<file path="src/rtl/tdm_pkg.sv">
// Shared TDM link definitions: FSM encoding, default frame geometry and the
// slot-index width helper, used by both the receive demux and the transmit mux.
package tdm_pkg;

  typedef enum logic {
    HUNT = 1'b0,
    RECV = 1'b1
  } tdm_state_e;

  localparam int TDM_NUM_CH = 4;
  localparam int TDM_DATA_W = 4;

  // A single-channel link still needs a 1-bit index to keep port widths legal.
  function automatic int tdm_idx_w(input int num_ch);
    return (num_ch > 1) ? $clog2(num_ch) : 1;
  endfunction

endpackage

</file>
<file path="src/rtl/tdm_slot_counter.sv">
// Modulo-NUM_CH slot counter: clear beats load-to-1, which beats increment.
// Registered count, no stall handling of its own; the caller gates en_i.
module tdm_slot_counter
  import tdm_pkg::*;
#(
  parameter int NUM_CH = TDM_NUM_CH,
  parameter int IW     = tdm_idx_w(TDM_NUM_CH)
) (
  input  logic          clock,
  input  logic          resetn,
  input  logic          en_i,
  input  logic          load1_i,
  input  logic          clr_i,
  output logic [IW-1:0] cnt_o,
  output logic          tc_o
);

  logic [IW-1:0] cnt_q;
  logic [IW-1:0] cnt_d;

  assign tc_o  = (cnt_q == IW'(NUM_CH - 1));
  assign cnt_o = cnt_q;

  always_comb begin
    cnt_d = cnt_q;
    if (clr_i) begin
      cnt_d = '0;
    end else if (load1_i) begin
      cnt_d = IW'(1);
    end else if (en_i) begin
      cnt_d = tc_o ? '0 : cnt_q + IW'(1);
    end
  end

  always_ff @(posedge clock or negedge resetn) begin
    if (!resetn) begin
      cnt_q <= '0;
    end else begin
      cnt_q <= cnt_d;
    end
  end

endmodule

</file>
<file path="src/rtl/tdm_demux.sv">
// TDM receive demux: steers shared-bus words into per-channel slots and publishes
// whole frames one clock after the last word; din_valid=0 stalls all state.
module tdm_demux
  import tdm_pkg::*;
#(
  parameter int NUM_CH = TDM_NUM_CH,
  parameter int DATA_W = TDM_DATA_W
) (
  input  logic                       clock,
  input  logic                       resetn,
  input  logic                       din_valid,
  input  logic                       din_sync,
  input  logic [DATA_W-1:0]          din,
  output logic [NUM_CH*DATA_W-1:0]   ch_data,
  output logic                       frame_valid,
  output logic                       frame_err,
  output logic [$clog2(NUM_CH)-1:0]  ch_idx,
  output logic                       locked
);

  localparam int IW = $clog2(NUM_CH);

  tdm_state_e state_q;
  tdm_state_e state_d;

  logic [IW-1:0] idx;
  logic          tc;
  logic          cnt_en;
  logic          cnt_load1;
  logic          cnt_clr;
  logic          shadow_wr;
  logic          publish;
  logic          err;
  logic [IW-1:0] wr_slot;

  // The last slot never needs a shadow: it is taken straight from din on publish.
  logic [NUM_CH-2:0][DATA_W-1:0] shadow_q;
  logic [NUM_CH-2:0][DATA_W-1:0] shadow_d;
  logic [NUM_CH*DATA_W-1:0]      ch_data_q;
  logic [NUM_CH*DATA_W-1:0]      ch_data_d;
  logic                          frame_valid_q;
  logic                          frame_err_q;

  tdm_slot_counter #(
    .NUM_CH (NUM_CH),
    .IW     (IW)
  ) u_slot_counter (
    .clock   (clock),
    .resetn  (resetn),
    .en_i    (cnt_en),
    .load1_i (cnt_load1),
    .clr_i   (cnt_clr),
    .cnt_o   (idx),
    .tc_o    (tc)
  );

  always_ff @(posedge clock or negedge resetn) begin
    if (!resetn) begin
      state_q <= HUNT;
    end else begin
      state_q <= state_d;
    end
  end

  always_comb begin
    state_d = state_q;
    if (din_valid) begin
      case (state_q)
        HUNT:    if (din_sync) state_d = RECV;
        RECV:    if (!din_sync && idx == '0) state_d = HUNT;
        default: state_d = HUNT;
      endcase
    end
  end

  always_comb begin
    cnt_en    = 1'b0;
    cnt_load1 = 1'b0;
    cnt_clr   = 1'b0;
    shadow_wr = 1'b0;
    publish   = 1'b0;
    err       = 1'b0;
    if (din_valid) begin
      case (state_q)
        HUNT: begin
          if (din_sync) begin
            cnt_load1 = 1'b1;
            shadow_wr = 1'b1;
          end
        end
        RECV: begin
          if (din_sync) begin
            // A sync anywhere but slot 0 abandons the partial frame and restarts.
            cnt_load1 = 1'b1;
            shadow_wr = 1'b1;
            err       = (idx != '0);
          end else if (idx == '0) begin
            err     = 1'b1;
            cnt_clr = 1'b1;
          end else begin
            cnt_en    = 1'b1;
            publish   = tc;
            shadow_wr = !tc;
          end
        end
        default: ;
      endcase
    end
  end

  assign wr_slot = din_sync ? '0 : idx;

  always_comb begin
    shadow_d = shadow_q;
    for (int k = 0; k < NUM_CH - 1; k++) begin
      if (shadow_wr && wr_slot == IW'(k)) begin
        shadow_d[k] = din;
      end
    end
    ch_data_d = publish ? {din, shadow_q} : ch_data_q;
  end

  always_ff @(posedge clock or negedge resetn) begin
    if (!resetn) begin
      shadow_q      <= '0;
      ch_data_q     <= '0;
      frame_valid_q <= 1'b0;
      frame_err_q   <= 1'b0;
    end else begin
      shadow_q      <= shadow_d;
      ch_data_q     <= ch_data_d;
      frame_valid_q <= publish;
      frame_err_q   <= err;
    end
  end

  assign ch_data     = ch_data_q;
  assign frame_valid = frame_valid_q;
  assign frame_err   = frame_err_q;
  assign ch_idx      = idx;
  assign locked      = (state_q == RECV);

endmodule

</file>
<file path="config.mk">
export PLATFORM = sky130hd
export DESIGN_NAME = tdm_demux
export DESIGN_NICKNAME = d
export VERILOG_FILES = /design/src/rtl/tdm_pkg.sv /design/src/rtl/tdm_slot_counter.sv /design/src/rtl/tdm_demux.sv
export SDC_FILE = /design/constraint.sdc
export NUM_CORES = 1
export LEC_CHECK = 0
export BUFFER_PORTS_ARGS = -buffer_cell sky130_fd_sc_hd__buf_4
export CORE_ASPECT_RATIO = 1.5
export CORE_MARGIN = 5
export CORE_UTILIZATION = 53
export DETAILED_ROUTE_END_ITERATION = 8
export PLACE_DENSITY_LB_ADDON = 0.25
export SYNTH_ARGS = -nofsm -noshare
export SYNTH_HDL_FRONTEND = slang
export SYNTH_SLANG_ARGS = --single-unit
</file>
<file path="constraint.sdc">
create_clock -name clock -period 2.3 [get_ports clock]
set_input_delay 0 -clock clock [delete_from_list [all_inputs] [get_ports clock]]
set_output_delay 0 -clock clock [all_outputs]
set_load 0.02 [all_outputs]
</file>
==> impl_table.tex, run 1 <==
\begin{tabular}{lr}
\hline
Metric & Value \\
\hline
\multicolumn{2}{l}{\textbf{Outcome}} \\
Outcome & completed \\
\multicolumn{2}{l}{\textbf{Worst setup path}} \\
Worst Path Class, Setup & reg2reg \\
Length in cells of the worst reg-to-reg path & 5 \\
Worst path required time & 2460 ps \\
Maximum fanout along the worst path & 7 \\
Endpoint class of the critical path & register \\
Terminus of the critical flop-to-flop path & shadow\_q[6] \\
Arrival time worst endpoint & 2090 ps \\
Startpoint kind of the worst setup timing path & register \\
Reg2reg setup slack & 370 ps \\
Origin of the critical flop-to-flop path & u\_slot\_counter.cnt\_o[0] \\
\multicolumn{2}{l}{\textbf{Logic synthesis}} \\
Number of synthesized flops with an enable pin & 0 \\
Netlist cell types & 22 \\
Most frequent cell after synthesis & dfrtp\_1 \\
Top post-synthesis cells by area & dfrtp\_1, mux2\_2, mux2\_4, ha\_1, nor3\_4 \\
Synth cell count leaders & dfrtp\_1, mux2\_2, mux2\_4 \\
Number of instances in the synthesized netlist & 93 \\
Asr flop ratio synth & 1.00 \\
Total standard cell area after synthesis & 1450 um\^{}2 \\
Synthesized net count & 105 \\
Synth area leader & dfrtp\_1 \\
Yosys top cell area share & 0.568 \\
Number of warnings reported in the yosys synthesis log & 0 \\
Most used flip-flop cell after synthesis & dfrtp\_1 \\
Number of register bits inferred by synthesis & 33 \\
Average footprint of a synthesized cell & 15.6 um\^{}2 \\
Seq/Total Area, Yosys & 0.568 \\
\multicolumn{2}{l}{\textbf{Detailed routing}} \\
Violation count after the first detailed-routing iteration & 15 \\
Number of antenna-violating nets in the routed design & 0 \\
First-pass detailed-route iteration total & 4 \\
WL/cell & 16.1 um \\
Via count & 880 \\
Via-per-instance ratio & 5.27 \\
Count of unresolved DRC violations after routing & 0 \\
Final routed wirelength across all metal layers & 2690 um \\
\multicolumn{2}{l}{\textbf{Min path}} \\
Min-Delay Path Depth & 2 \\
Hold crit path type & in2reg \\
End of the worst hold path & locked \\
Hold Path Origin & din\_valid \\
\multicolumn{2}{l}{\textbf{Placement}} \\
DP Wirelength & 1910 um \\
Number of I/O port buffers & 28 \\
Setup slack at placement & 384 ps \\
Placed cell count & 155 \\
Final Wtd Congestion & 0.671 \\
Post-detailed-placement cell area & 1680 um\^{}2 \\
\multicolumn{2}{l}{\textbf{CTS}} \\
Skew-Pair Late Insertion Delay & 280 ps \\
Post-cts sizing count & 0 \\
Register clock-pin slew on the reported worst setup and hold paths & 60 ps \\
Total number of clock tree sinks & 33 \\
Bufs on Longest Clock Path & 2 \\
Clock root buffer & clkbuf\_8 \\
Maximum level of the CTS H-tree & 2 \\
CTS tree & built \\
TritonCTS buffer count & 5 \\
\multicolumn{2}{l}{\textbf{STA}} \\
Sum of negative setup slack & 0 ps \\
Highest attainable clock frequency & 0.518 GHz \\
Unrepaired setup endpoints after global routing & false \\
Final critical path time including I/O delays and setup & 1930 ps \\
Clock Skew & 5.04 ps \\
Final clock period utilization by the worst path & 0.840 \\
Fin. Hold Viols & 0 \\
Final count of negative-setup-slack endpoints & 0 \\
Post-route setup slack & 369 ps \\
Number of max-slew violations in the final report & 0 \\
Worst-case headroom to the max-slew limit & 0.720 \\
Measured slew at the worst slew-check pin & 419 ps \\
\multicolumn{2}{l}{\textbf{Global route}} \\
Wire length of the first global-routing pass & 4610 um \\
Pin count of the biggest net entering global routing & 34 \\
Initial antenna violation count & 0 \\
Via count of the first global-routing pass & 960 \\
Total GRT Usage & 0.164 \\
Remaining global-route overflow & 0 \\
\multicolumn{2}{l}{\textbf{Pwr}} \\
Power density relative to cell area & 1320 nW/um\^{}2 \\
Post-route total power & 2400 uW \\
Cell leakage power & 0.000924 uW \\
Largest vdd supply drop & 807 uV \\
\multicolumn{2}{l}{\textbf{Finish}} \\
Share of cells above drive strength 1 & 0.523 \\
Layout Area Growth over Synthesis & 25.2\% \\
Final \#Nets & 142 \\
Antenna diode instance count & 0 \\
Non-Filler Cell Area, Final & 1820 um\^{}2 \\
Count of non-filler cells in the finished layout & 167 \\
\multicolumn{2}{l}{\textbf{Floorplanning}} \\
Floorplan die area & 3910 um\^{}2 \\
Chip width & 52.8 um \\
Initial cell density of the core & 0.549 \\
Ports placed on the boundary & 29 \\
Die height & 74.1 um \\
Floorplan Core Area & 2650 um\^{}2 \\
Num rows & 23 \\
\multicolumn{2}{l}{\textbf{Flow run}} \\
Number of max-cap violations & 0 \\
\hline
\end{tabular}
-- where the power goes --
group / total (uW) / switching [uW] / internal (uW) / leakage (uW)
Sequential: 1000 / 182 / 821 / 0.000418
Clock: 427 / 190 / 237 / 0.0000443
Combinational: 968 / 462 / 506 / 0.000461
-- logic make-up (layout without fill, tap and decap cells) --
family                     Yosys count  after routing  synth area share
muxes                               28             28             0.240
and+or+nand+nor                     13             13            0.0878
adders and majority gates            4              4            0.0344
buffers and inverters                9             46            0.0336
DFF                                 33             33             0.568
AOI/OAI and AO/OA                    6              6            0.0362
-- through the flow --
stage | util | hold slack [ps]
final | 0.688 | 39.7
after global routing | 0.688 | 39.8
after CTS | 0.688 | 28.5
after detailed placement | 0.636 | -36.7
after global placement | 0.636 | -43.2
after floorplan | - | -296
-- placed cells by master, fill, tap and decap left out --
master	instances
o211ai_1	1
nor3_4	2
mux2_4	9
o221ai_1	1
dfrtp_1	33
clkbuf_1	1
mux2_2	19
and2_1	1
inv_2	1
dlygate4sd3_1	5
ha_1	4
nand2_1	2
and4bb_1	1
o21ai_4	1
inv_1	5
nand4_4	1
a31oi_1	1
and3_1	2
a32oi_1	1
nor2_1	3
a21oi_1	1
clkbuf_8	6
buf_4	28
nand4b_4	1
-- worst max-delay path, cell delays in order (launching register included) --
cell and delay [ps]:
dfrtp_1 500, inv_1 150, ha_1 380, nand4b_4 160
nor3_4 260, mux2_2 370
-- worst max-delay path by stage --
stage,to,start
after floorplan,shadow_q[0],u_slot_counter.cnt_o[0]
after global placement,shadow_q[0],u_slot_counter.cnt_o[0]
after detailed placement,shadow_q[1],u_slot_counter.cnt_o[0]
after CTS,shadow_q[0],u_slot_counter.cnt_o[0]
after global routing,shadow_q[6],u_slot_counter.cnt_o[0]
final,shadow_q[6],u_slot_counter.cnt_o[0]
-- area by class of cell --
| type | count | area (um^2) |
|---|---|---|
| Clock buffer | 7 | 86.3 |
| Fill cell | 200 | 827 |
| Inverter | 6 | 22.5 |
| Multi-Input combinational cell | 51 | 579 |
| Sequential cell | 33 | 826 |
| Tap cell | 37 | 46.3 |
| Timing Repair Buffer | 33 | 260 |
-- state kept, by name (all words and copies together) (netlist names) --
| signal | count |
|---|---|
| ch_data | 16 |
| shadow_q | 12 |
| u_slot_counter.cnt_o | 2 |
| frame_err | 1 |
| frame_valid | 1 |
| locked | 1 |
-- layer usage --
metal,global-route usage,vias to the layer above,wire [um]
met1,0.176,452,1040
met4,0.0682,0,44
met3,0.0481,5,101
met5,0,-,0
met2,0.294,21,1500
li1,-,402,-
-- repair_timing --
item                                    CTS  global route
hold endpoints to repair                 49             0
hold buffers                              5             0
buffers inserted                          0             0
endpoints found under the setup margin    0             0
No activity file was read; power rests on OpenSTA's default activity.
==> run 2: changes to the inputs <==
Settings changed: ABC_AREA set to 1, CORE_UTILIZATION 53 to 54.
Clock period 2.3 ns to 1.8 ns, I/O delays scaled along.
==> impl_table.tex, run 2 <==
\begin{tabular}{lr}
\hline
Metric & Value \\
\hline
\multicolumn{2}{l}{\textbf{Outcome}} \\
Outcome & completed \\
\multicolumn{2}{l}{\textbf{Logic synthesis}} \\
Yosys top cell area share & 0.523 \\
Asr flop ratio synth & 1.00 \\
Number of synthesized flops with an enable pin & 0 \\
Synth cell count leaders & nand2\_1, dfrtp\_1, inv\_1 \\
Number of register bits inferred by synthesis & 33 \\
Seq/Total Area, Yosys & 0.523 \\
Netlist cell types & 15 \\
Average footprint of a synthesized cell & 9.63 um\^{}2 \\
Synth area leader & dfrtp\_1 \\
Most frequent cell after synthesis & nand2\_1 \\
Synthesized net count & 176 \\
Most used flip-flop cell after synthesis & dfrtp\_1 \\
Top post-synthesis cells by area & dfrtp\_1, o21ai\_2, nand2\_1, nand2\_2, inv\_1 \\
Number of instances in the synthesized netlist & 164 \\
Total standard cell area after synthesis & 1580 um\^{}2 \\
Number of warnings reported in the yosys synthesis log & 0 \\
\multicolumn{2}{l}{\textbf{STA}} \\
Fin. Hold Viols & 0 \\
Final count of negative-setup-slack endpoints & 0 \\
Final clock period utilization by the worst path & 0.872 \\
Worst-case headroom to the max-slew limit & 0.718 \\
Highest attainable clock frequency & 0.637 GHz \\
Sum of negative setup slack & 0 ps \\
Clock Skew & 4.94 ps \\
Unrepaired setup endpoints after global routing & false \\
Final critical path time including I/O delays and setup & 1570 ps \\
Number of max-slew violations in the final report & 0 \\
Measured slew at the worst slew-check pin & 423 ps \\
\multicolumn{2}{l}{\textbf{Floorplanning}} \\
Initial cell density of the core & 0.554 \\
Die height & 76.2 um \\
Ports placed on the boundary & 29 \\
Floorplan die area & 4130 um\^{}2 \\
Chip width & 54.2 um \\
Floorplan Core Area & 2850 um\^{}2 \\
Num rows & 24 \\
\multicolumn{2}{l}{\textbf{Finish}} \\
Final \#Nets & 214 \\
Most frequent cells in the layout & nand2\_1, dfrtp\_1, buf\_4 \\
Share of cells above drive strength 1 & 0.389 \\
Max reg flops & 16 \\
Count of non-filler cells in the finished layout & 242 \\
Antenna diode instance count & 0 \\
Most common library cell in the layout ignoring fill and taps & nand2\_1 \\
Final core occ & 0.686 \\
Layout Area Growth over Synthesis & 23.9\% \\
\multicolumn{2}{l}{\textbf{Pwr}} \\
Largest vdd supply drop & 893 uV \\
Cell leakage power & 0.00104 uW \\
Power density relative to cell area & 1540 nW/um\^{}2 \\
\multicolumn{2}{l}{\textbf{Placement}} \\
DP Wirelength & 2170 um \\
Placed cell count & 228 \\
Number of I/O port buffers & 28 \\
Final Wtd Congestion & 0.746 \\
\multicolumn{2}{l}{\textbf{CTS}} \\
CTS tree & built \\
Bufs on Longest Clock Path & 2 \\
TritonCTS buffer count & 5 \\
Skew-Pair Late Insertion Delay & 290 ps \\
Total number of clock tree sinks & 33 \\
Register clock-pin slew on the reported worst setup and hold paths & 70 ps \\
Count of buffers added by post-CTS timing repair for setup & 0 \\
Clock root buffer & clkbuf\_8 \\
Maximum level of the CTS H-tree & 2 \\
Hold-fix buffer count after cts & 6 \\
Post-cts sizing count & 0 \\
\multicolumn{2}{l}{\textbf{Worst setup path}} \\
Length in cells of the worst reg-to-reg path & 7 \\
Cell with the largest stage delay on the worst path & dfrtp\_1 \\
CP endpoint & shadow\_q[3] \\
Critical path, cell by cell & inv\_1 -> ha\_1 -> nand3\_1 -> nand2\_4 -> nand2\_1 -> nand2\_1 -> nand2\_1 \\
Cell family with the largest share of critical-path delay & flip-flops \\
Cell repeated most along the worst path & nand2\_1 \\
Depth of the critical timing path with buffers and inverters included & 7 \\
Startpoint kind of the worst setup timing path & register \\
CP Buf/Inv Count & 1 \\
Maximum fanout along the worst path & 15 \\
Reg2reg setup slack & 230 ps \\
Terminus of the critical flop-to-flop path & shadow\_q[3] \\
Worst Path Class, Setup & reg2reg \\
Worst path max stage delay & 540 ps \\
Critical path launch point & u\_slot\_counter.cnt\_o[0] \\
Worst path required time & 1980 ps \\
Origin of the critical flop-to-flop path & u\_slot\_counter.cnt\_o[0] \\
Arrival time worst endpoint & 1750 ps \\
Endpoint class of the critical path & register \\
\multicolumn{2}{l}{\textbf{Detailed routing}} \\
Via-per-instance ratio & 4.76 \\
Via count & 1152 \\
Final routed wirelength across all metal layers & 2960 um \\
First-pass detailed-route iteration total & 4 \\
Violation count after the first detailed-routing iteration & 16 \\
Number of antenna-violating nets in the routed design & 0 \\
Count of unresolved DRC violations after routing & 0 \\
WL/cell & 12.2 um \\
\multicolumn{2}{l}{\textbf{Global route}} \\
Total GRT Usage & 0.175 \\
Via count of the first global-routing pass & 1146 \\
Wire length of the first global-routing pass & 5240 um \\
Remaining global-route overflow & 0 \\
Initial antenna violation count & 0 \\
Pin count of the biggest net entering global routing & 34 \\
\multicolumn{2}{l}{\textbf{Min path}} \\
Hold crit path type & in2reg \\
\multicolumn{2}{l}{\textbf{Flow run}} \\
Number of max-cap violations & 0 \\
\hline
\end{tabular}
==> run 2: cell types whose count changed in the layout (fill, tap and decap cells not counted), moves of 2 or more <==
cell,previous run,this run
o21ai_0,0,2
mux2_2,19,0
and3_1,2,0
nor2_1,3,1
inv_2,1,3
nand3_1,0,17
clkinv_2,0,2
nor2_4,0,2
o21ai_2,0,17
nor3_4,2,0
mux2_4,9,0
inv_1,5,24
nand2_2,0,19
nand2_1,2,35
==> run 2: worst register-to-register path: cells and delay by family (launching register included) <==
family / cells / cell delay, ps
adders and majority gates: 1 / 310
buffers and inverters: 1 / 90
DFF: 1 / 540
and+or+nand+nor: 5 / 530
==> run 2: kinds of logic (layout without fill, tap and decap cells) <==
kind of cell,count (synthesis),after routing,synth area share
compound gates,19,19,0.101
fa+ha+maj,4,4,0.0317
buf+inv,31,70,0.0927
flops,33,33,0.523
simple gates,77,77,0.252
==> run 2: report_power, final <==
group / leakage (uW) / switching [uW] / total (uW) / internal [uW]
Combinational: 0.000570 / 713 / 1220 / 509
Sequential: 0.000426 / 224 / 1260 / 1030
Clock: 0.0000450 / 260 / 528 / 267
Total: 0.00104 / 1200 / 3010 / 1810
==> run 2: worst min path at each step <==
stage,startpoint,to,cells past startpoint
after floorplan,resetn,ch_data[0],0
after CTS,din_sync,u_slot_counter.cnt_o[1],4
final,din_sync,u_slot_counter.cnt_o[1],4
after global routing,din_sync,u_slot_counter.cnt_o[1],4
after global placement,resetn,ch_data[11],1
after detailed placement,resetn,ch_data[8],1
==> run 2: layout make-up <==
type                            count  area, um^2
Fill cell                         238         897
Clock inverter                      2        10.0
Inverter                           27         101
Tap cell                           39        48.8
Clock buffer                        6        72.6
Sequential cell                    33         826
Multi-Input combinational cell    100         607
Timing Repair Buffer               35         290
==> run 2: per-layer routing <==
| layer | vias up | global-route usage | routed length (um) |
|---|---|---|---|
| met3 | 9 | 0.0470 | 154 |
| met4 | 0 | 0.0898 | 85 |
| met2 | 27 | 0.289 | 1600 |
| met5 | - | 0 | 0 |
| met1 | 537 | 0.196 | 1120 |
| li1 | 579 | - | - |
==> run 2: metrics by stage <==
stage          setup WS, ps  hold WS, ps  power, uW  area [um^2]
2_1_floorplan           284         -296       2080         1580
3_3_place_gp            319        -43.5       2450         1810
3_5_place_dp            241        -39.2       2500         1810
4_1_cts                 219          108       3040         1960
5_1_grt                58.5          136       3240         1960
6_report                231          113       3010         1960
==> run 3: changes to the inputs <==
Settings changed: CORE_UTILIZATION 54 to 45, RECOVER_POWER set to 50.
==> impl_table.tex, run 3 (synthesis results as in run 2) <==
\begin{tabular}{lr}
\hline
Metric & Value \\
\hline
\multicolumn{2}{l}{\textbf{Global route}} \\
Total GRT Usage & 0.140 \\
Pin count of the biggest net entering global routing & 34 \\
Wire length of the first global-routing pass & 4930 um \\
Remaining global-route overflow & 0 \\
Via count of the first global-routing pass & 1078 \\
Initial antenna violation count & 0 \\
\multicolumn{2}{l}{\textbf{Floorplanning}} \\
Floorplan die area & 4820 um\^{}2 \\
Initial cell density of the core & 0.462 \\
Floorplan Core Area & 3420 um\^{}2 \\
Chip width & 58.4 um \\
Ports placed on the boundary & 29 \\
Die height & 82.6 um \\
Num rows & 26 \\
\multicolumn{2}{l}{\textbf{Finish}} \\
Number of fill cells & 321 \\
Max reg flops & 16 \\
Share of cells above drive strength 1 & 0.338 \\
Non-Filler Cell Area, Final & 1910 um\^{}2 \\
Layout Area Growth over Synthesis & 21.2\% \\
Multi-input gate area in the final layout & 607 um\^{}2 \\
Antenna diode instance count & 0 \\
Most common library cell in the layout ignoring fill and taps & nand2\_1 \\
Final \#Nets & 213 \\
Most frequent cells in the layout & nand2\_1, dfrtp\_1, inv\_1 \\
Footprint of the flip-flops and latches & 826 um\^{}2 \\
\multicolumn{2}{l}{\textbf{Detailed routing}} \\
Violation count after the first detailed-routing iteration & 30 \\
Final routed wirelength across all metal layers & 2900 um \\
Number of antenna-violating nets in the routed design & 0 \\
WL/cell & 12.0 um \\
Via-per-instance ratio & 4.61 \\
Via count & 1120 \\
Count of unresolved DRC violations after routing & 0 \\
First-pass detailed-route iteration total & 4 \\
\multicolumn{2}{l}{\textbf{STA}} \\
Highest attainable clock frequency & 0.618 GHz \\
Final critical path time including I/O delays and setup & 1620 ps \\
Minimum hold slack & 4.04 ps \\
Post-route setup slack & 183 ps \\
Worst-case headroom to the max-slew limit & 0.472 \\
Final clock period utilization by the worst path & 0.899 \\
Number of max-slew violations in the final report & 0 \\
Final count of negative-setup-slack endpoints & 0 \\
Fin. Hold Viols & 0 \\
Measured slew at the worst slew-check pin & 792 ps \\
Sum of negative setup slack & 0 ps \\
Clock Skew & 3.75 ps \\
Unrepaired setup endpoints after global routing & false \\
\multicolumn{2}{l}{\textbf{Placement}} \\
Setup slack at placement & 194 ps \\
Final Wtd Congestion & 0.741 \\
DP Wirelength & 2180 um \\
Post-detailed-placement cell area & 1820 um\^{}2 \\
Number of I/O port buffers & 28 \\
\multicolumn{2}{l}{\textbf{Pwr}} \\
Cell leakage power & 0.000995 uW \\
Sw Ratio & 0.396 \\
Sw Pwr & 1170 uW \\
Power density relative to cell area & 1540 nW/um\^{}2 \\
Combinational Power Share & 0.393 \\
Fraction of power consumed by sequential logic & 0.424 \\
Clock power frac & 0.184 \\
Largest vdd supply drop & 857 uV \\
Internal Dissipation & 1780 uW \\
\multicolumn{2}{l}{\textbf{CTS}} \\
TritonCTS buffer count & 5 \\
Maximum level of the CTS H-tree & 2 \\
CTS tree & built \\
Bufs on Longest Clock Path & 2 \\
Skew-Pair Late Insertion Delay & 280 ps \\
Total number of clock tree sinks & 33 \\
Clock root buffer & clkbuf\_8 \\
Register clock-pin slew on the reported worst setup and hold paths & 60 ps \\
\multicolumn{2}{l}{\textbf{Outcome}} \\
Outcome & completed \\
\multicolumn{2}{l}{\textbf{Worst setup path}} \\
Startpoint kind of the worst setup timing path & register \\
Worst path required time & 1970 ps \\
Cell with the largest stage delay on the worst path & dfrtp\_1 \\
Maximum fanout along the worst path & 15 \\
Cell repeated most along the worst path & nand2\_1 \\
Worst Path Class, Setup & reg2reg \\
Endpoint class of the critical path & register \\
Worst path max stage delay & 540 ps \\
Critical path, cell by cell & inv\_1 -> ha\_1 -> nand3\_1 -> nand2\_4 -> nand2\_1 -> nand2\_1 -> nand2\_1 \\
Length in cells of the worst reg-to-reg path & 7 \\
Arrival time worst endpoint & 1790 ps \\
\multicolumn{2}{l}{\textbf{Flow run}} \\
Number of max-cap violations & 0 \\
\multicolumn{2}{l}{\textbf{Min path}} \\
Hold crit path type & in2reg \\
Min-Delay Path Depth & 3 \\
\hline
\end{tabular}
## run 3: cell count changes in the layout (fill, tap and decap cells not counted), sizes merged
cell / delta
clkinv: -2
clkbuf: +12
buf: -11
dlygate4sd3: -1
## run 3: worst paths after layout
path	from	endpoint	slack, ps
max	u_slot_counter.cnt_o[0]	shadow_q[3]	180
min	din_valid	frame_err	4
max reg2reg	u_slot_counter.cnt_o[0]	shadow_q[3]	180
min reg2reg	shadow_q[1]	shadow_q[1]	470
max in group asynchronous	resetn	shadow_q[1]	960
min in group asynchronous	resetn	ch_data[10]	340
## run 3: per-stage QoR
| step | utilization | std cells | power (uW) |
|---|---|---|---|
| 2_1_floorplan | - | 164 | 2080 |
| 3_3_place_gp | 0.532 | 231 | 2450 |
| 3_5_place_dp | 0.532 | 231 | 2500 |
| 4_1_cts | 0.572 | 243 | 3060 |
| 5_1_grt | 0.560 | 243 | 3180 |
| 6_report | 0.560 | 243 | 2950 |
## run 3: worst max-delay path: cells and delay by family, from the launching register on
kind                       cells  cell delay (ps)
DFF                            1              540
buffers and inverters          1              100
adders and majority gates      1              320
and+or+nand+nor                5              550
## run 3: power groups by stage
stage                     clock network, uW  logic [uW]  registers [uW]
after floorplan                           0         641            1430
final                                   542        1160            1250
after detailed placement                  0        1230            1270
after CTS                               562        1240            1260
after global placement                    0        1200            1250
after global routing                    595        1290            1290
## run 3: what timing repair did
action,CTS,global route
hold buffers,5,0
gates resized for setup,0,0
endpoints found under the hold margin,41,0
buffers inserted,0,0
## run 3: layout make-up
type,instances,share of cell area
Multi-Input combinational cell,100,0.317
Timing Repair Buffer,34,0.126
Tap cell,42,0.0275
Clock buffer,7,0.0451
Inverter,27,0.0530
Sequential cell,33,0.432
## run 3: routing by layer
layer  up-vias  wire, um  track usage
li1        578         -            -
met1       504      1090        0.151
met2        32      1560        0.240
met3         6       175       0.0404
met4         0        78       0.0789
met5         -         0            0
